File: src/rtl/pipe_ctrl_if.sv
// pipe_ctrl_if: decode-side and pipeline-control signals of the stage-2
// controller in a 3-stage RV32I pipeline.
//   master : fetch/decode + execute side. It drives the instruction fields,
//            br_taken and md_done, and receives the stage-2 controls.
//   slave  : pipe_ctrl itself.
// Signals:
//   instr_valid, opcode, funct3, funct7 : fetched instruction to decode
//   br_taken                            : branch comparator result for stage 2
//   md_done                             : MUL/DIV unit result ready
//   alu_op, reg_write, read_en, write_en,
//   sel_A, sel_B, wb_sel, br_type       : registered stage-2 controls
//   ctrl_valid                          : stage 2 holds a real instruction
//   wb_en, PCen, flush, md_start, illegal : pipeline control strobes
interface pipe_ctrl_if;
  logic       instr_valid;
  logic [6:0] opcode;
  logic [2:0] funct3;
  logic [6:0] funct7;
  logic       br_taken;
  logic       md_done;

  logic [4:0] alu_op;
  logic       reg_write;
  logic       read_en;
  logic       write_en;
  logic       sel_A;
  logic       sel_B;
  logic [1:0] wb_sel;
  logic [1:0] br_type;
  logic       ctrl_valid;
  logic       wb_en;
  logic       PCen;
  logic       flush;
  logic       md_start;
  logic       illegal;

  modport master (
    output instr_valid, opcode, funct3, funct7, br_taken, md_done,
    input  alu_op, reg_write, read_en, write_en, sel_A, sel_B, wb_sel,
           br_type, ctrl_valid, wb_en, PCen, flush, md_start, illegal
  );

  modport slave (
    input  instr_valid, opcode, funct3, funct7, br_taken, md_done,
    output alu_op, reg_write, read_en, write_en, sel_A, sel_B, wb_sel,
           br_type, ctrl_valid, wb_en, PCen, flush, md_start, illegal
  );
endinterface

File: src/rtl/pipe_ctrl.sv
// pipe_ctrl: registered decode controller for a 3-stage RV32I pipeline.
// It decodes opcode/funct fields into a stage-2 control register. It also
// produces PC stall/enable, a flush for taken control flow, load wait states,
// the MUL/DIV start/done handshake and illegal-instruction pulses.
// Parameters:
//   LOAD_WAIT : extra stage-2 cycles per load (0..15, 0 = single-cycle load)
//   EN_MEXT   : 1 decodes the M extension, 0 treats it as illegal
// Ports:
//   clk   : clock, rising edge
//   rst_n : asynchronous active-low reset
//   bus   : pipe_ctrl_if slave modport (decode inputs, stage-2 outputs)
module pipe_ctrl #(
  parameter int unsigned LOAD_WAIT = 1,
  parameter bit          EN_MEXT   = 1'b1
) (
  input logic        clk,
  input logic        rst_n,
  pipe_ctrl_if.slave bus
);

  localparam logic [3:0] LW_CYCLES = 4'(LOAD_WAIT);

  localparam logic [6:0] OP_R      = 7'b0110011;
  localparam logic [6:0] OP_I      = 7'b0010011;
  localparam logic [6:0] OP_LOAD   = 7'b0000011;
  localparam logic [6:0] OP_STORE  = 7'b0100011;
  localparam logic [6:0] OP_BRANCH = 7'b1100011;
  localparam logic [6:0] OP_AUIPC  = 7'b0010111;
  localparam logic [6:0] OP_LUI    = 7'b0110111;
  localparam logic [6:0] OP_JAL    = 7'b1101111;
  localparam logic [6:0] OP_JALR   = 7'b1100111;

  localparam logic [4:0] ALU_ADD   = 5'd0;
  localparam logic [4:0] ALU_SUB   = 5'd1;
  localparam logic [4:0] ALU_SLL   = 5'd2;
  localparam logic [4:0] ALU_SLT   = 5'd3;
  localparam logic [4:0] ALU_SLTU  = 5'd4;
  localparam logic [4:0] ALU_XOR   = 5'd5;
  localparam logic [4:0] ALU_SRL   = 5'd6;
  localparam logic [4:0] ALU_SRA   = 5'd7;
  localparam logic [4:0] ALU_OR    = 5'd8;
  localparam logic [4:0] ALU_AND   = 5'd9;
  localparam logic [4:0] ALU_PASSB = 5'd10;
  localparam logic [4:0] ALU_MUL   = 5'd11;
  localparam logic [4:0] ALU_INV   = 5'd31;

  localparam logic [1:0] WB_MEM = 2'b00;
  localparam logic [1:0] WB_ALU = 2'b01;
  localparam logic [1:0] WB_PC4 = 2'b10;

  localparam logic [1:0] BR_NONE   = 2'b00;
  localparam logic [1:0] BR_BRANCH = 2'b01;
  localparam logic [1:0] BR_JUMP   = 2'b10;

  typedef enum logic [1:0] {ST_RUN, ST_LWAIT, ST_MDWAIT} state_e;

  typedef struct packed {
    logic [4:0] alu_op;
    logic       reg_write;
    logic       read_en;
    logic       write_en;
    logic       sel_a;
    logic       sel_b;
    logic [1:0] wb_sel;
    logic [1:0] br_type;
    logic       valid;
  } ctrl_t;

  // A bubble is the all-zero control word, the same as the reset value.
  localparam ctrl_t BUBBLE = '0;

  // Base arithmetic mapping shared by R-type and I-type for funct3.
  function automatic logic [4:0] base_alu(input logic [2:0] f3);
    logic [4:0] op;
    case (f3)
      3'b000:  op = ALU_ADD;
      3'b001:  op = ALU_SLL;
      3'b010:  op = ALU_SLT;
      3'b011:  op = ALU_SLTU;
      3'b100:  op = ALU_XOR;
      3'b101:  op = ALU_SRL;
      3'b110:  op = ALU_OR;
      default: op = ALU_AND;
    endcase
    return op;
  endfunction

  state_e     state_q, state_d;
  logic [3:0] cnt_q, cnt_d;
  logic       md_first_q, md_first_d;
  ctrl_t      ctrl_q, ctrl_d;
  logic       illegal_q, illegal_d;

  ctrl_t dec;
  logic  dec_legal;
  logic  dec_load;
  logic  dec_md;

  logic  pc_en;
  logic  wb_en;
  logic  md_start;
  logic  flush;
  logic  capture;

  // ---------------------------------------------------------------- decode
  // NOTE: every always_comb output gets a default before the case, so no
  // path leaves a signal unassigned and no latch is inferred.
  always_comb begin
    dec           = BUBBLE;
    dec.valid     = 1'b1;
    dec.wb_sel    = WB_ALU;
    dec.alu_op    = ALU_ADD;
    dec_legal     = 1'b1;
    dec_load      = 1'b0;
    dec_md        = 1'b0;

    case (bus.opcode)
      OP_R: begin
        dec.sel_a     = 1'b1;
        dec.sel_b     = 1'b1;
        dec.reg_write = 1'b1;
        case (bus.funct7)
          7'b0000000: dec.alu_op = base_alu(bus.funct3);
          7'b0100000: begin
            if (bus.funct3 == 3'b000)      dec.alu_op = ALU_SUB;
            else if (bus.funct3 == 3'b101) dec.alu_op = ALU_SRA;
            else                           dec_legal  = 1'b0;
          end
          7'b0000001: begin
            // MUL..REMU occupy codes 11..18 in funct3 order.
            if (EN_MEXT) begin
              dec.alu_op = ALU_MUL + {2'b00, bus.funct3};
              dec_md     = 1'b1;
            end else begin
              dec_legal  = 1'b0;
            end
          end
          default: dec_legal = 1'b0;
        endcase
      end
      OP_I: begin
        dec.sel_a     = 1'b1;
        dec.reg_write = 1'b1;
        case (bus.funct3)
          3'b001: begin
            if (bus.funct7 == 7'b0000000) dec.alu_op = ALU_SLL;
            else                          dec_legal  = 1'b0;
          end
          3'b101: begin
            // funct7[5] picks SRAI over SRLI; other funct7 bits must be 0.
            if ({bus.funct7[6], bus.funct7[4:0]} == 6'b0)
              dec.alu_op = bus.funct7[5] ? ALU_SRA : ALU_SRL;
            else
              dec_legal  = 1'b0;
          end
          default: dec.alu_op = base_alu(bus.funct3);
        endcase
      end
      OP_LOAD: begin
        dec.sel_a     = 1'b1;
        dec.read_en   = 1'b1;
        dec.reg_write = 1'b1;
        dec.wb_sel    = WB_MEM;
        dec_load      = 1'b1;
        // LB, LH, LW, LBU, LHU only.
        if (bus.funct3 == 3'b011 || bus.funct3[2:1] == 2'b11) dec_legal = 1'b0;
      end
      OP_STORE: begin
        dec.sel_a    = 1'b1;
        dec.write_en = 1'b1;
        if (bus.funct3 != 3'b010) dec_legal = 1'b0;
      end
      OP_BRANCH: begin
        dec.br_type = BR_BRANCH;
        if (bus.funct3[2:1] == 2'b01) dec_legal = 1'b0;
      end
      OP_AUIPC: begin
        dec.reg_write = 1'b1;
      end
      OP_LUI: begin
        dec.reg_write = 1'b1;
        dec.alu_op    = ALU_PASSB;
      end
      OP_JAL: begin
        dec.reg_write = 1'b1;
        dec.wb_sel    = WB_PC4;
        dec.br_type   = BR_JUMP;
      end
      OP_JALR: begin
        dec.sel_a     = 1'b1;
        dec.reg_write = 1'b1;
        dec.wb_sel    = WB_PC4;
        dec.br_type   = BR_JUMP;
        if (bus.funct3 != 3'b000) dec_legal = 1'b0;
      end
      default: dec_legal = 1'b0;
    endcase

    if (!dec_legal) begin
      dec.alu_op = ALU_INV;
      dec_load   = 1'b0;
      dec_md     = 1'b0;
    end
  end

  // ------------------------------------------------- pipeline control outputs
  always_comb begin
    pc_en    = 1'b1;
    wb_en    = 1'b0;
    md_start = 1'b0;
    case (state_q)
      ST_RUN: wb_en = ctrl_q.valid & ctrl_q.reg_write;
      ST_LWAIT: begin
        pc_en = (cnt_q == 4'd0);
        wb_en = pc_en & ctrl_q.valid & ctrl_q.reg_write;
      end
      ST_MDWAIT: begin
        // md_done is accepted even in the start cycle.
        pc_en    = bus.md_done;
        wb_en    = bus.md_done & ctrl_q.valid & ctrl_q.reg_write;
        md_start = md_first_q;
      end
      default: pc_en = 1'b1;
    endcase
  end

  // Control flow resolves in stage 2, which never stalls on it, so a flush
  // and a stall never overlap.
  assign flush = ctrl_q.valid &
                 ((ctrl_q.br_type == BR_JUMP) |
                  ((ctrl_q.br_type == BR_BRANCH) & bus.br_taken));

  assign capture = bus.instr_valid & ~flush & dec_legal;

  // ------------------------------------------------------------ next state
  always_comb begin
    state_d    = state_q;
    cnt_d      = cnt_q;
    md_first_d = 1'b0;
    ctrl_d     = ctrl_q;
    illegal_d  = 1'b0;

    if (pc_en) begin
      ctrl_d    = capture ? dec : BUBBLE;
      illegal_d = bus.instr_valid & ~flush & ~dec_legal;
      state_d   = ST_RUN;
      cnt_d     = 4'd0;
      if (capture && dec_load && LW_CYCLES != 4'd0) begin
        state_d = ST_LWAIT;
        cnt_d   = LW_CYCLES;
      end else if (capture && dec_md) begin
        state_d    = ST_MDWAIT;
        md_first_d = 1'b1;
      end
    end else if (state_q == ST_LWAIT) begin
      cnt_d = cnt_q - 4'd1;
    end
  end

  // NOTE: sequential state uses non-blocking assignments only, so every
  // flop samples the pre-edge value of every other flop.
  always_ff @(posedge clk or negedge rst_n) begin
    if (!rst_n) begin
      state_q    <= ST_RUN;
      cnt_q      <= 4'd0;
      md_first_q <= 1'b0;
      ctrl_q     <= BUBBLE;
      illegal_q  <= 1'b0;
    end else begin
      state_q    <= state_d;
      cnt_q      <= cnt_d;
      md_first_q <= md_first_d;
      ctrl_q     <= ctrl_d;
      illegal_q  <= illegal_d;
    end
  end

  assign bus.alu_op     = ctrl_q.alu_op;
  assign bus.reg_write  = ctrl_q.reg_write;
  assign bus.read_en    = ctrl_q.read_en;
  assign bus.write_en   = ctrl_q.write_en;
  assign bus.sel_A      = ctrl_q.sel_a;
  assign bus.sel_B      = ctrl_q.sel_b;
  assign bus.wb_sel     = ctrl_q.wb_sel;
  assign bus.br_type    = ctrl_q.br_type;
  assign bus.ctrl_valid = ctrl_q.valid;
  assign bus.wb_en      = wb_en;
  assign bus.PCen       = pc_en;
  assign bus.flush      = flush;
  assign bus.md_start   = EN_MEXT & md_start;
  assign bus.illegal    = illegal_q;

endmodule

File: src/flat_wrapper.sv
// flat-port wrapper written by rule: the top's interface ports become plain ports
module pipe_ctrl_flat 
#(
  parameter int unsigned LOAD_WAIT = 1,
  parameter bit          EN_MEXT   = 1'b1
)
  (clk, rst_n, bus_instr_valid, bus_opcode, bus_funct3, bus_funct7, bus_br_taken, bus_md_done, bus_alu_op, bus_reg_write, bus_read_en, bus_write_en, bus_sel_A, bus_sel_B, bus_wb_sel, bus_br_type, bus_ctrl_valid, bus_wb_en, bus_PCen, bus_flush, bus_md_start, bus_illegal);
  pipe_ctrl_if bus_i ();
  input logic clk;
  input logic rst_n;
  input wire logic [$bits(bus_i.instr_valid)-1:0] bus_instr_valid;
  input wire logic [$bits(bus_i.opcode)-1:0] bus_opcode;
  input wire logic [$bits(bus_i.funct3)-1:0] bus_funct3;
  input wire logic [$bits(bus_i.funct7)-1:0] bus_funct7;
  input wire logic [$bits(bus_i.br_taken)-1:0] bus_br_taken;
  input wire logic [$bits(bus_i.md_done)-1:0] bus_md_done;
  output wire logic [$bits(bus_i.alu_op)-1:0] bus_alu_op;
  output wire logic [$bits(bus_i.reg_write)-1:0] bus_reg_write;
  output wire logic [$bits(bus_i.read_en)-1:0] bus_read_en;
  output wire logic [$bits(bus_i.write_en)-1:0] bus_write_en;
  output wire logic [$bits(bus_i.sel_A)-1:0] bus_sel_A;
  output wire logic [$bits(bus_i.sel_B)-1:0] bus_sel_B;
  output wire logic [$bits(bus_i.wb_sel)-1:0] bus_wb_sel;
  output wire logic [$bits(bus_i.br_type)-1:0] bus_br_type;
  output wire logic [$bits(bus_i.ctrl_valid)-1:0] bus_ctrl_valid;
  output wire logic [$bits(bus_i.wb_en)-1:0] bus_wb_en;
  output wire logic [$bits(bus_i.PCen)-1:0] bus_PCen;
  output wire logic [$bits(bus_i.flush)-1:0] bus_flush;
  output wire logic [$bits(bus_i.md_start)-1:0] bus_md_start;
  output wire logic [$bits(bus_i.illegal)-1:0] bus_illegal;
  assign bus_i.instr_valid = bus_instr_valid;
  assign bus_i.opcode = bus_opcode;
  assign bus_i.funct3 = bus_funct3;
  assign bus_i.funct7 = bus_funct7;
  assign bus_i.br_taken = bus_br_taken;
  assign bus_i.md_done = bus_md_done;
  assign bus_alu_op = bus_i.alu_op;
  assign bus_reg_write = bus_i.reg_write;
  assign bus_read_en = bus_i.read_en;
  assign bus_write_en = bus_i.write_en;
  assign bus_sel_A = bus_i.sel_A;
  assign bus_sel_B = bus_i.sel_B;
  assign bus_wb_sel = bus_i.wb_sel;
  assign bus_br_type = bus_i.br_type;
  assign bus_ctrl_valid = bus_i.ctrl_valid;
  assign bus_wb_en = bus_i.wb_en;
  assign bus_PCen = bus_i.PCen;
  assign bus_flush = bus_i.flush;
  assign bus_md_start = bus_i.md_start;
  assign bus_illegal = bus_i.illegal;
  pipe_ctrl #(.LOAD_WAIT(LOAD_WAIT), .EN_MEXT(EN_MEXT)) u_core (.clk(clk), .rst_n(rst_n), .bus(bus_i));
endmodule
File: config.mk
export PLATFORM = sky130hd
export DESIGN_NAME = pipe_ctrl_flat
export DESIGN_NICKNAME = d
export VERILOG_FILES = /design/src/rtl/pipe_ctrl_if.sv /design/src/rtl/pipe_ctrl.sv /design/src/flat_wrapper.sv
export SDC_FILE = /design/constraint.sdc
export NUM_CORES = 1
export LEC_CHECK = 0
export BUFFER_PORTS_ARGS = -buffer_cell sky130_fd_sc_hd__buf_2
export CAP_MARGIN = 5
export CORE_ASPECT_RATIO = 1.2
export CORE_UTILIZATION = 42
export DETAILED_ROUTE_END_ITERATION = 8
export HOLD_SLACK_MARGIN = 0.05
export PLACE_DENSITY = 0.65
export SLEW_MARGIN = 15
export SYNTH_ARGS = -nofsm -noshare
export SYNTH_HDL_FRONTEND = slang
export SYNTH_SLANG_ARGS = --single-unit
File: constraint.sdc
create_clock -name clk -period 2.9 [get_ports clk]
set_clock_uncertainty 0.2 [all_clocks]
set_input_delay 0 -clock clk [delete_from_list [all_inputs] [get_ports clk]]
set_output_delay 0 -clock clk [all_outputs]
set_load 0.02 [all_outputs]
# --- After elaboration in Yosys (flattened, before gate mapping) ---
# Cells that the tools add are included.
# W data, S select, Z words.
classes:
  addsub: 2
  n_eq_ne: 24
  mux: 46
  bitwise_logic: 13
  reduce_logical: 15
ops:
  columns: ["cell", "count"]
  rows:
  - ["$pmux W5 S3", 2]
  - ["$eq A7 B6 Y1 const B", 4]
  - ["$pmux W4 S7", 1]
  - ["$mux W1", 24]
  - ["$eq A7 B7 Y1 const B", 3]
  - ["$pmux W4 S5", 1]
  - ["$mux W15", 1]
  - ["$mux W5", 3]
  - ["$eq A7 B5 Y1 const B", 2]
  - ["$and A1 B1 Y1", 10]
  - ["$pmux W5 S2", 1]
  - ["$eq A3 B3 Y1 const B", 3]
  - ["$mux W4", 2]
  - ["$pmux W2 S2", 2]
  - ["$eq A7 B1 Y1 const B", 1]
  - ["$eq A7 B2 Y1 const B", 1]
  - ["$logic_not A7 Y1", 1]
  - ["$pmux W1 S7", 1]
  - ["$reduce_or A7 Y1", 1]
  - ["$eq A2 B1 Y1 const B", 3]
  - ["$eq A2 B2 Y1 const B", 3]
  - ["$eq A3 B2 Y1 const B", 2]
  - ["$logic_not A6 Y1", 1]
  - ["$mux W2", 3]
  - ["other kinds (19)", 24]
word_totals:
  register_bits: 23
  input_bits: 22
  output_inout_bits: 20
  elab_cells: 113

# --- Longest topological paths before layout ---
# Gate-level depths: netlist (run 1).
depth:
  ltp_word: 11
  depth_mapped: 9
  mapped_depth_nobuf: 8

# --- Worst setup path after synthesis (run 1) ---
# Ideal clock, no wire load.
synth_timing:
  path_kind: "flip-flop to flip-flop"
  startpoint: "register u_core.state_q[1]"
  endpoint: "register u_core.ctrl_q, in the netlist u_core.bus.read_en"
  setup_time_ns: 0.077
  arrival_time_ns: 1.885
  required_ns: 2.623
  setup_slack_ns: 0.738
  path_stages_with_launch: 9
  n_path_buf: 0
  synth_period_minus_slack_ns: 2.162
  cell_sequence: "dfrtp_1 -> inv_1 -> ha_1 -> and4bb_1 -> nor2_1 -> inv_2 -> nand4_2 -> or3_1 -> o21ai_1"
synth_via:
  elab_chain_len: 2
  elab_cells_between_ends: 3
  cone_classes: "eq/ne: 2; mux: 1"
synth_rtl:
  columns: ["element", "line", "text"]
  rows:
  - ["start, declared", "pipe_ctrl.sv:88", "state_e state_q, state_d;"]
  - ["start signal, assigned", "pipe_ctrl.sv:270", "state_q <= state_d;"]
  - ["$eq A2 B2 Y1 or $eq A2 B1 Y1 (tied branches)", "pipe_ctrl.sv:211", "case (state_q)"]
  - ["$pmux W1 S2 *", "pipe_ctrl.sv:211", null]
  - ["named net bus_PCen", "flat_wrapper.sv:27", "output wire logic [$bits(bus_i.PCen)-1:0] bus_PCen;"]
  - ["end signal, assigned", "pipe_ctrl.sv:273", "ctrl_q <= ctrl_d;"]
  - ["end, declared", "pipe_ctrl.sv:91", "ctrl_t ctrl_q, ctrl_d;"]
# Mark *: on every way through the listed nets, which the timed path passes. The rest lies on a longest branch.
# A chain may end at the register's enable or synchronous reset.

# --- Worst setup path after layout (run 1) ---
layout_timing:
  startpoint: "input bus_opcode[5]"
  endpoint: "register u_core.ctrl_q, in the netlist u_core.bus.sel_A"
layout_via:
  elab_chain_len: 5
  elab_cells_between_ends: 15
  cone_classes: "eq/ne: 9; mux: 3; bitwise: 1; reduce/logical: 2"
layout_rtl:
  columns: ["element", "line", "text"]
  rows:
  - ["start, declared", "flat_wrapper.sv:12", "input wire logic [$bits(bus_i.opcode)-1:0] bus_opcode;"]
  - ["$eq A7 B5 Y1, or another cell as far along", "pipe_ctrl.sv:117", "case (bus.opcode)"]
  - ["$reduce_or A3 Y1 (no source line)", null, null]
  - ["$pmux W1 S7", "pipe_ctrl.sv:117", null]
  - ["$and A1 B1 Y1", "pipe_ctrl.sv:233", "assign capture = bus.instr_valid & ~flush & dec_legal;"]
  - ["$mux W15 *", "pipe_ctrl.sv:244", "ctrl_d = capture ? dec : BUBBLE;"]
# Every way passes the cells marked *; elsewhere a longest branch is shown, timed or not.

==> impl_metrics.toml, run 1 <==
[run_status]
outcome = "completed"

[clocking]
cts_buffers = 3
clk_path_buf_depth = 2
cts_root_buf = "clkbuf_8"
post-cts-setup-buffers = 0
clock_sinks = 22
source_to_sink_clock_delay_at_the_later_pin_of_the_worst_skew_pair_ps = 260
cts.reportedPaths.clkPinSlew_ps = 80
cts_tree = "yes"
cts_htree_levels = 1

[sta]
tightestPinTransition_ps = 1000
maxSlewHeadroom = 0.331
timing.setup.tns_ps = 0
final_period_minus_worst_setup_slack_ps = 2680
timing.final.crit_share = 0.925
final_setup_viols = 0
hold_viol = 0
rsz_0062_raised_after_global_routing = "false"
holdWs_ps = 56.0
timing.fmax_ghz = 0.373
timing.final.max_slew_violations = 0

[setup_path]
critical_path_arrival_ps = 2670
worstPathRequired_ps = 2890
worst-path-max-fanout = 17
worst_path_cell_chain = "dlygate4sd3_1, clkbuf_4, nand3b_1, or2_2, a21oi_1, dlygate4sd3_1, nand2_1, dlygate4sd3_1, o21ai_1"
reg2reg_from = "u_core.state_q[1]$_DFFE_PN0N_"
timing.setup.critical_path_class = "in -> reg"
slowest_stage = "dlygate4sd3_1"
end_kind = "flop"
critical-path-max-stage-delay_ps = 560
crit_path_buffers_inverters = 4
cell_repeated_most_along_the_worst_path = "dlygate4sd3_1"
rrSetupSlack_ps = 410
timing.critical_path.max_delay_family = "buffers and inverters"
cp-endpoint = "u_core.bus.sel_A$_DFFE_PN0N_"
timing.reg2reg.worst_path_depth = 8
setup.worst_path.start = "bus_opcode[5]"
nature_of_the_critical_path_startpoint = "input port"
cp_num_cells = 9
critical_path.reg2reg.endpoint = "u_core.bus.wb_sel[1]$_DFFE_PN0N_"

[floorplanning]
floorplan.initialDensity = 0.451
die_height_um = 71.3
die_w_um = 59.7
placeableCoreArea_mm2 = 0.00372
design.portCount = 42
die_area_mm2 = 0.00426
num_rows = 24

[yosys]
syn_nets = 234
synth.yosys.seq_area_share = 0.328
syn_area_per_cell_um2 = 8.32
post_synth_inst_count = 202
ys_top_cells_by_area = "dfrtp_1, ha_1, nand2_1"
ys_warn_count = 0
synth_cell_types = 53
ys_async_sr_fraction = 1.00
number_of_enable_type_register_cells_in_the_synthesized_netlist = 0
yosys.area.top_type_share = 0.328
commonest_register_cell_after_synthesis = "dfrtp_1"
synth_top_cells_by_count = "dfrtp_1, nand2_1, nor2_1"
synth.ff_latch_count = 22
synthesis.area_mm2 = 0.00168
synth_top_area_cell = "dfrtp_1"

[drt]
wirelength_um = 4050
wl_per_cell_um = 13.4
vias_per_cell = 5.41
drt_iter0_markers = 76
firstDrtPassIters = 4
ant_nets = 0
vias = 1639
detail_route.drc_violations = 0

[finish]
final_net_count = 284
stdcell_area_mm2 = 0.00211
num_antenna_cells = 0
post_route_cells_drive_above_1_share = 0.235
fin_util = 0.566
area.growth.synth_to_final_pct = 25.5

[grt]
grt_overflow = 0
first_global_vias = 1538
antenna_violations_before_repair = 0
globalRouteTotalUtil = 0.209
pin_count_of_the_biggest_net_entering_global_routing = 23
grt_pass1_wl_um = 6830

[power]
peakVddDrop_mv = 0.171
power.static_leakage_uw = 0.000965
powerDensity_mw_per_mm2 = 303

[placed_design]
post-dp-hpwl_um = 3020
place_congestion = 0.872
buffer_ports.inserted = 41
postPlaceCellArea_mm2 = 0.00190

[run]
max_cap_violations = 0

[min_path]
min-delay-path-class = "in -> reg"
-- cells in the final DEF, fill, tap and decap left out, types with 2 or more instances in the layout --
cell type,synthesis,final
buf_2,2,40
nand2_1,22,22
dfrtp_1,22,22
nor2_1,16,16
o21ai_0,15,15
dlygate4sd3_1,0,15
inv_1,11,11
ha_1,10,10
nor3_1,10,9
a21oi_1,7,7
o21ai_1,7,7
nand3_1,6,6
nor3b_1,4,4
clkbuf_8,0,4
a21o_1,3,3
nand4b_1,3,3
nor4_1,3,3
or3_1,3,3
a31oi_1,3,3
and3_1,3,3
o31ai_1,3,3
o22ai_1,3,3
nand3b_1,2,2
nand2b_1,2,2
mux2i_1,2,2
and2_1,2,2
a32oi_1,2,2
buf_4,1,2
-- flip-flops by register name, indices dropped and copies added, names as in the netlist --
register               flops
u_core.bus.alu_op          5
u_core.bus.br_type         1
u_core.bus.ctrl_valid      1
u_core.bus.illegal         1
u_core.bus.read_en         1
u_core.bus.reg_write       1
u_core.bus.sel_A           1
u_core.bus.sel_B           1
u_core.bus.wb_sel          2
u_core.bus.write_en        1
u_core.cnt_q               4
u_core.md_first_q          1
u_core.state_q             2
-- final cells by class --
class	instances	area [um^2]
repair buffers	58	373
multi-input cells	155	1020
fillers	380	1620
inverters	12	45.0
well taps	52	65.1
clock buffers	4	55.1
flip-flops and latches	22	551
-- worst min path at each step --
| stage | from | to | slack, ps | cells past startpoint |
|---|---|---|---|---|
| after detailed placement | rst_n | u_core.bus.wb_sel[1]$_DFFE_PN0N_ | -210 | 1 |
| after floorplan | rst_n | u_core.bus.alu_op[0]$_DFFE_PN0N_ | -500 | 0 |
| after CTS | bus_funct7[1] | u_core.bus.alu_op[2]$_DFFE_PN0N_ | 50 | 6 |
| final | bus_funct7[1] | u_core.bus.alu_op[2]$_DFFE_PN0N_ | 60 | 6 |
| after global routing | bus_opcode[6] | u_core.bus.read_en$_DFFE_PN0N_ | 80 | 4 |
| after global placement | rst_n | u_core.bus.write_en$_DFFE_PN0N_ | -200 | 1 |
-- per-stage QoR --
stage                     setup WS (ps)  total power (uW)  cells
after global placement              701               415    284
after CTS                           153               646    303
after detailed placement            677               416    284
final                               217               639    303
after floorplan                     738               378    202
after global routing               48.0               671    303
-- worst reg2reg max path, cell delays in order, from the launching register on --
cell	delay, ps
dfrtp_1	410
inv_1	70
ha_1	240
and4bb_1	250
nor2_1	70
inv_2	100
nand4_2	240
o31ai_4	290
dlygate4sd3_1	560
-- kinds of logic (layout without fill, tap and decap cells) --
kind of cell,after synthesis,count (layout),synth area share
xor gates and xnor gates,2,2,0.0104
DFF,22,22,0.328
buffers and inverters,25,74,0.0685
and+or+nand+nor,87,87,0.290
AOI/OAI and AO/OA,53,53,0.210
adders and majority gates,10,10,0.0745
muxes,3,3,0.0186
-- layer usage --
layer	vias up	GRT usage	share of wire
li1	829	-	-
met3	5	0.0181	0.026
met4	0	0.0827	0.017
met1	769	0.268	0.46
met2	36	0.357	0.49
met5	-	0	0
-- report_power, final --
group          leakage (uW)  internal, uW  switching [uW]  total (uW)
clock network     0.0000288           121            97.1         218
registers          0.000305           308           0.712         309
logic              0.000631          46.2            66.1         112
total              0.000965           475             164         639
-- repair_timing --
action	in CTS	in global routing
setup endpoints to repair	0	2
hold endpoints to repair	37	0
resized for setup	0	2
hold buffers	15	0
No activity file was read; power rests on OpenSTA's default activity.
==> run 2, diff against run 1 <==
- PLACE_DENSITY: 0.65 -> 0.76
- SETUP_SLACK_MARGIN: not set -> 0.4
==> run 2 against run 1 <==
  * Sequential power is essentially flat
  * Worst setup slack better by 370 ps
  * Total power grew 9.9%
  * Clock-buffer cell count is 1 lower
  * Combinational power about the same
  * Critical path type is now reg -> reg
  * Register-to-register slack gained 180 ps
  * Worst hold slack got worse by 3.4 ps
==> impl_metrics.toml, run 2 (synthesized netlist as in run 1, its figures left out) <==
[run_status]
outcome = "completed"

[floorplanning]
num_rows = 24
floorplan.initialDensity = 0.451
die_w_um = 59.7
placeableCoreArea_mm2 = 0.00372
die_height_um = 71.3
design.portCount = 42
die_area_mm2 = 0.00426

[clocking]
cts_root_buf = "clkbuf_8"
clock_sinks = 22
cts_tree = "yes"
cts.reportedPaths.clkPinSlew_ps = 80
clk_path_buf_depth = 2
post-cts-setup-buffers = 0
cts_buffers = 3
source_to_sink_clock_delay_at_the_later_pin_of_the_worst_skew_pair_ps = 260
cts_htree_levels = 1

[setup_path]
cp-endpoint = "u_core.bus.write_en$_DFFE_PN0N_"
reg2reg_from = "u_core.state_q[0]$_DFFE_PN0N_"
worstPathRequired_ps = 2860
setup.worst_path.start = "u_core.state_q[0]$_DFFE_PN0N_"
timing.setup.critical_path_class = "reg -> reg"
worst-path-max-fanout = 8
end_kind = "flop"
timing.reg2reg.worst_path_depth = 7
nature_of_the_critical_path_startpoint = "flop"
rrSetupSlack_ps = 590
critical_path.reg2reg.endpoint = "u_core.bus.write_en$_DFFE_PN0N_"
critical_path_arrival_ps = 2270

[grt]
pin_count_of_the_biggest_net_entering_global_routing = 19
globalRouteTotalUtil = 0.203
first_global_vias = 1547
grt_overflow = 0
antenna_violations_before_repair = 0
grt_pass1_wl_um = 6780

[drt]
wirelength_um = 4050
wl_per_cell_um = 13.3
detail_route.drc_violations = 0
firstDrtPassIters = 4
drt_iter0_markers = 134
ant_nets = 0
vias_per_cell = 5.50
vias = 1673

[sta]
maxSlewHeadroom = 0.614
timing.setup.tns_ps = 0
timing.fmax_ghz = 0.432
final_setup_viols = 0
hold_viol = 0
final_period_minus_worst_setup_slack_ps = 2310
rsz_0062_raised_after_global_routing = "false"
timing.final.crit_share = 0.797
timing.final.max_slew_violations = 0
tightestPinTransition_ps = 577

[placed_design]
buffer_ports.inserted = 41
place_congestion = 0.913
place.detailed.instances = 284
post-dp-hpwl_um = 2990

[finish]
num_antenna_cells = 0
number_of_non_filler_instances_in_the_completed_layout = 304
area.growth.synth_to_final_pct = 27.8
fillCellCount = 364
layout.cells.most_common_list = "buf_2, nand2_1, dfrtp_1"
layout.cells.most_common = "buf_2"
largest_register_ffs = 5
post_route_cells_drive_above_1_share = 0.246
final_net_count = 285

[power]
power.static_leakage_uw = 0.000980
powerDensity_mw_per_mm2 = 327
fin_total_pwr_uw = 702
peakVddDrop_mv = 0.146

[run]
max_cap_violations = 0

[min_path]
min-delay-path-class = "in -> reg"
==> run 2: cell types whose count changed in the layout (fill, tap and decap cells not counted), sizes merged <==
cell and change:
bufinv +1, dlymetal6s4s +1, buf +1, clkbuf -2
==> run 2: stage by stage <==
stage          utilization  hold WS (ps)  setup WS (ps)  cell area [um^2]
2_1_floorplan            -          -496            738              1680
3_3_place_gp         0.509          -213            722              1900
3_5_place_dp         0.509          -214            662              1900
4_1_cts              0.574          59.3            413              2140
5_1_grt              0.577          99.4            461              2150
6_report             0.577          52.6            587              2150
==> run 2: worst max-delay path, stage by stage (launching register included) <==
cell           delay, ps
dfrtp_1              380
inv_1                 80
ha_1                 310
a21o_1               210
o2111a_2             340
nand3_1              100
dlygate4sd3_1        550
o21ai_1               60
==> run 2: power by group <==
part           leakage [uW]  switching (uW)  internal [uW]  total [uW]
logic              0.000639            66.9           46.8         114
registers          0.000305           0.746            308         309
clock network     0.0000357            95.5            184         280
total              0.000980             163            539         702
==> run 2: worst min-delay path by stage <==
stage	startpoint	end	slack (ps)	cells past startpoint
after global routing	bus_opcode[5]	u_core.bus.read_en$_DFFE_PN0N_	100	3
after detailed placement	rst_n	u_core.bus.reg_write$_DFFE_PN0N_	-210	1
after global placement	rst_n	u_core.bus.wb_sel[1]$_DFFE_PN0N_	-210	1
after floorplan	rst_n	u_core.bus.alu_op[0]$_DFFE_PN0N_	-500	0
after CTS	bus_opcode[5]	u_core.bus.alu_op[2]$_DFFE_PN0N_	60	2
final	bus_opcode[5]	u_core.bus.alu_op[2]$_DFFE_PN0N_	50	2
==> run 2: final cells by class <==
class,instances,area [um^2],area share
clock buffer,3,41.3,0.0192
clock inverter,1,30.0,0.0140
inverter,12,45.0,0.0210
multi-input combinational,155,1030,0.480
sequential,22,551,0.256
tap,52,65.1,0.0303
timing repair buffer,59,385,0.179
==> run 2: what timing repair did <==
item                       in CTS  in global routing
hold buffers                   17                  0
setup endpoints to repair       0                  5
hold endpoints to repair       37                  0
resized for setup               0                  7
==> run 2: metal layers <==
| metal | vias up | track usage | part of all wire |
|---|---|---|---|
| met5 | - | 0 | 0 |
| met4 | 0 | 0.0517 | 0.0086 |
| met3 | 4 | 0.0126 | 0.051 |
| met2 | 56 | 0.362 | 0.50 |
| met1 | 784 | 0.261 | 0.44 |
| li1 | 829 | - | - |
==> run 3, diff against run 2 <==
- PLACE_DENSITY: 0.76 -> 0.79
- clock period: 2.9 -> 1.9 ns (I/O delays scaled with it)
==> run 3 against run 2 <==
  * Clock power increased by 3%
  * Non-clock buffer count increased by 31
  * Clock-buffer cell count unchanged
  * Largest cell class unchanged
  * Via count increased by 8.7%
  * Sequential share of layout area decreased by 4.1 points
  * Combinational power increased by 82%
  * The run now ends with hold timing, setup timing left
  * Utilization increased by 11 points
  * Critical path depth unchanged
  * Critical endpoint is now u_core.bus.alu_op[4]$_DFFE_PN0N_
  * First-iteration DRC count decreased by 46%
  * Routed wire length increased by 29%
==> impl_metrics.toml, run 3 (synthesized netlist as in run 1, its figures left out) <==
[sta]
fin_ws_ps = -68.8
final_period_minus_worst_setup_slack_ps = 1970
tightestPinTransition_ps = 490
timing.final.max_slew_violations = 0
hold_viol = 1
timing.fmax_ghz = 0.508
holdWs_ps = -159
timing.setup.tns_ps = -236
rsz_0062_raised_after_global_routing = "true"
maxSlewHeadroom = 0.674
final_setup_viols = 7
timing.final.crit_share = 1.04

[placed_design]
post-dp-hpwl_um = 3330
postPlaceCellArea_mm2 = 0.00213
place_congestion = 0.874
buffer_ports.inserted = 41

[setup_path]
end_kind = "flop"
slowest_stage = "dfrtp_1"
rrSetupSlack_ps = -70
timing.reg2reg.worst_path_depth = 7
timing.setup.critical_path_class = "reg -> reg"
crit_path_buffers_inverters = 1
cp-endpoint = "u_core.bus.alu_op[4]$_DFFE_PN0N_"
worst-path-max-fanout = 3
nature_of_the_critical_path_startpoint = "flop"
critical-path-max-stage-delay_ps = 410
worstPathRequired_ps = 1860
critical_path.reg2reg.endpoint = "u_core.bus.alu_op[4]$_DFFE_PN0N_"
cp_num_cells = 7
reg2reg_from = "u_core.state_q[0]$_DFFE_PN0N_"
worst_path_cell_chain = "inv_2, ha_4, a21o_1, o2111a_2, and2_4, and3_4, a22o_1"
critical_path_arrival_ps = 1920
setup.worst_path.start = "u_core.state_q[0]$_DFFE_PN0N_"
timing.critical_path.max_delay_family = "compound AO/OA/AOI/OAI gates"

[finish]
num_antenna_cells = 0
area.growth.synth_to_final_pct = 52.2
final_net_count = 316
stdcell_area_mm2 = 0.00256
layout.cells.most_common = "buf_2"
layout.cells.most_common_list = "buf_2, buf_4, nand2_1"
fillCellCount = 287
post_route_cells_drive_above_1_share = 0.440
largest_register_ffs = 5

[power]
cell_internal_pwr_uw = 704
seq_power_share = 0.488
netSwitchingPower_uw = 261
clkPwrFrac = 0.297
peakVddDrop_mv = 0.275
switching_share = 0.271
comb_power_share = 0.215
power.static_leakage_uw = 0.00116
fin_total_pwr_uw = 965
powerDensity_mw_per_mm2 = 377

[clocking]
cts.reportedPaths.clkPinSlew_ps = 70
source_to_sink_clock_delay_at_the_later_pin_of_the_worst_skew_pair_ps = 260
cts_tree = "yes"
cts_htree_levels = 1
clk_path_buf_depth = 2
clock_sinks = 22
cts_root_buf = "clkbuf_8"
cts_buffers = 3
cts.hold.buffers_added = 11

[drt]
vias = 1818
detail_route.drc_violations = 0
top_layer = "met4"
drt_iter0_markers = 72
firstDrtPassIters = 4
ant_nets = 0
wl_per_cell_um = 15.6
routed-wl-met3_um = 219
wirelength_um = 5220
met1_length_um = 2120
met2WireLength_um = 2800
vias_per_cell = 5.44

[floorplanning]
floorplan.initialDensity = 0.451
die_area_mm2 = 0.00426
die_height_um = 71.3
num_rows = 24
placeableCoreArea_mm2 = 0.00372
die_w_um = 59.7
design.portCount = 42

[run_status]
failed_checks = "hold timing, setup timing"
outcome = "finished, violations left"

[grt]
grt_overflow = 0
antenna_violations_before_repair = 0
first_global_vias = 1689
pin_count_of_the_biggest_net_entering_global_routing = 23
grt_pass1_wl_um = 7690
globalRouteTotalUtil = 0.236

[run]
max_cap_violations = 0

[min_path]
holdPathStages = 4
min-delay-path-class = "in -> reg"
run 3: changes by cell type in the layout (fill, tap and decap cells not counted), sizes merged:
| cell | before | now |
|---|---|---|
| buf | 43 | 79 |
| dlygate4sd3 | 15 | 11 |
| bufinv | 1 | 0 |
| dlymetal6s4s | 1 | 0 |
run 3: per-stage QoR:
step	setup slack (ps)	util	cells
detailed placement	-108	0.571	309
finish	-68.8	0.687	334
floorplan	-119	-	202
CTS	-70.0	0.654	328
global route	-116	0.687	334
global placement	-41.2	0.571	309
run 3: worst min-delay path by stage:
stage	start	endpoint	slack, ps
detailed placement	rst_n	u_core.bus.wb_sel[1]$_DFFE_PN0N_	-220
finish	bus_opcode[3]	u_core.bus.sel_A$_DFFE_PN0N_	-160
global placement	rst_n	u_core.bus.br_type[0]$_DFFE_PN0N_	-220
floorplan	rst_n	u_core.bus.alu_op[0]$_DFFE_PN0N_	-500
CTS	bus_opcode[3]	u_core.bus.sel_A$_DFFE_PN0N_	-150
global route	bus_opcode[3]	u_core.bus.sel_A$_DFFE_PN0N_	-130
run 3: what timing repair did:
item                       4_1_cts  5_1_grt
setup buffers                    5        5
hold endpoints to repair        40        2
pin swaps                        7       10
gates cloned                     0        1
setup endpoints to repair       25       26
gates resized for setup         33       20
run 3: worst reg2reg max path, cell delays in order (launching register included):
cell	delay, ps
dfrtp_1	410
inv_2	90
ha_4	200
a21o_1	190
o2111a_2	290
and2_4	140
and3_4	180
a22o_1	170
run 3: power by group through the flow:
stage	combinational [uW]	clock [uW]	sequential (uW)
after CTS	196	292	471
after detailed placement	175	0	480
final	207	287	471
after floorplan	94.7	0	484
after global routing	229	311	472
after global placement	173	0	481
run 3: final cells by class:
cell class	count	area [um^2]	share of cell area
multi-input cells	155	1210	0.472
repair buffers	90	647	0.253
flip-flops and latches	22	552	0.216
well taps	52	65.1	0.0254
inverters	12	45.0	0.0176
clock buffers	3	41.3	0.0161
run 3: metal layers:
layer / vias to the layer above / GRT usage
met4: 0 / 0.0904
li1: 894 / -
met3: 6 / 0.0307
met2: 60 / 0.416
met5: - / 0
met1: 858 / 0.285
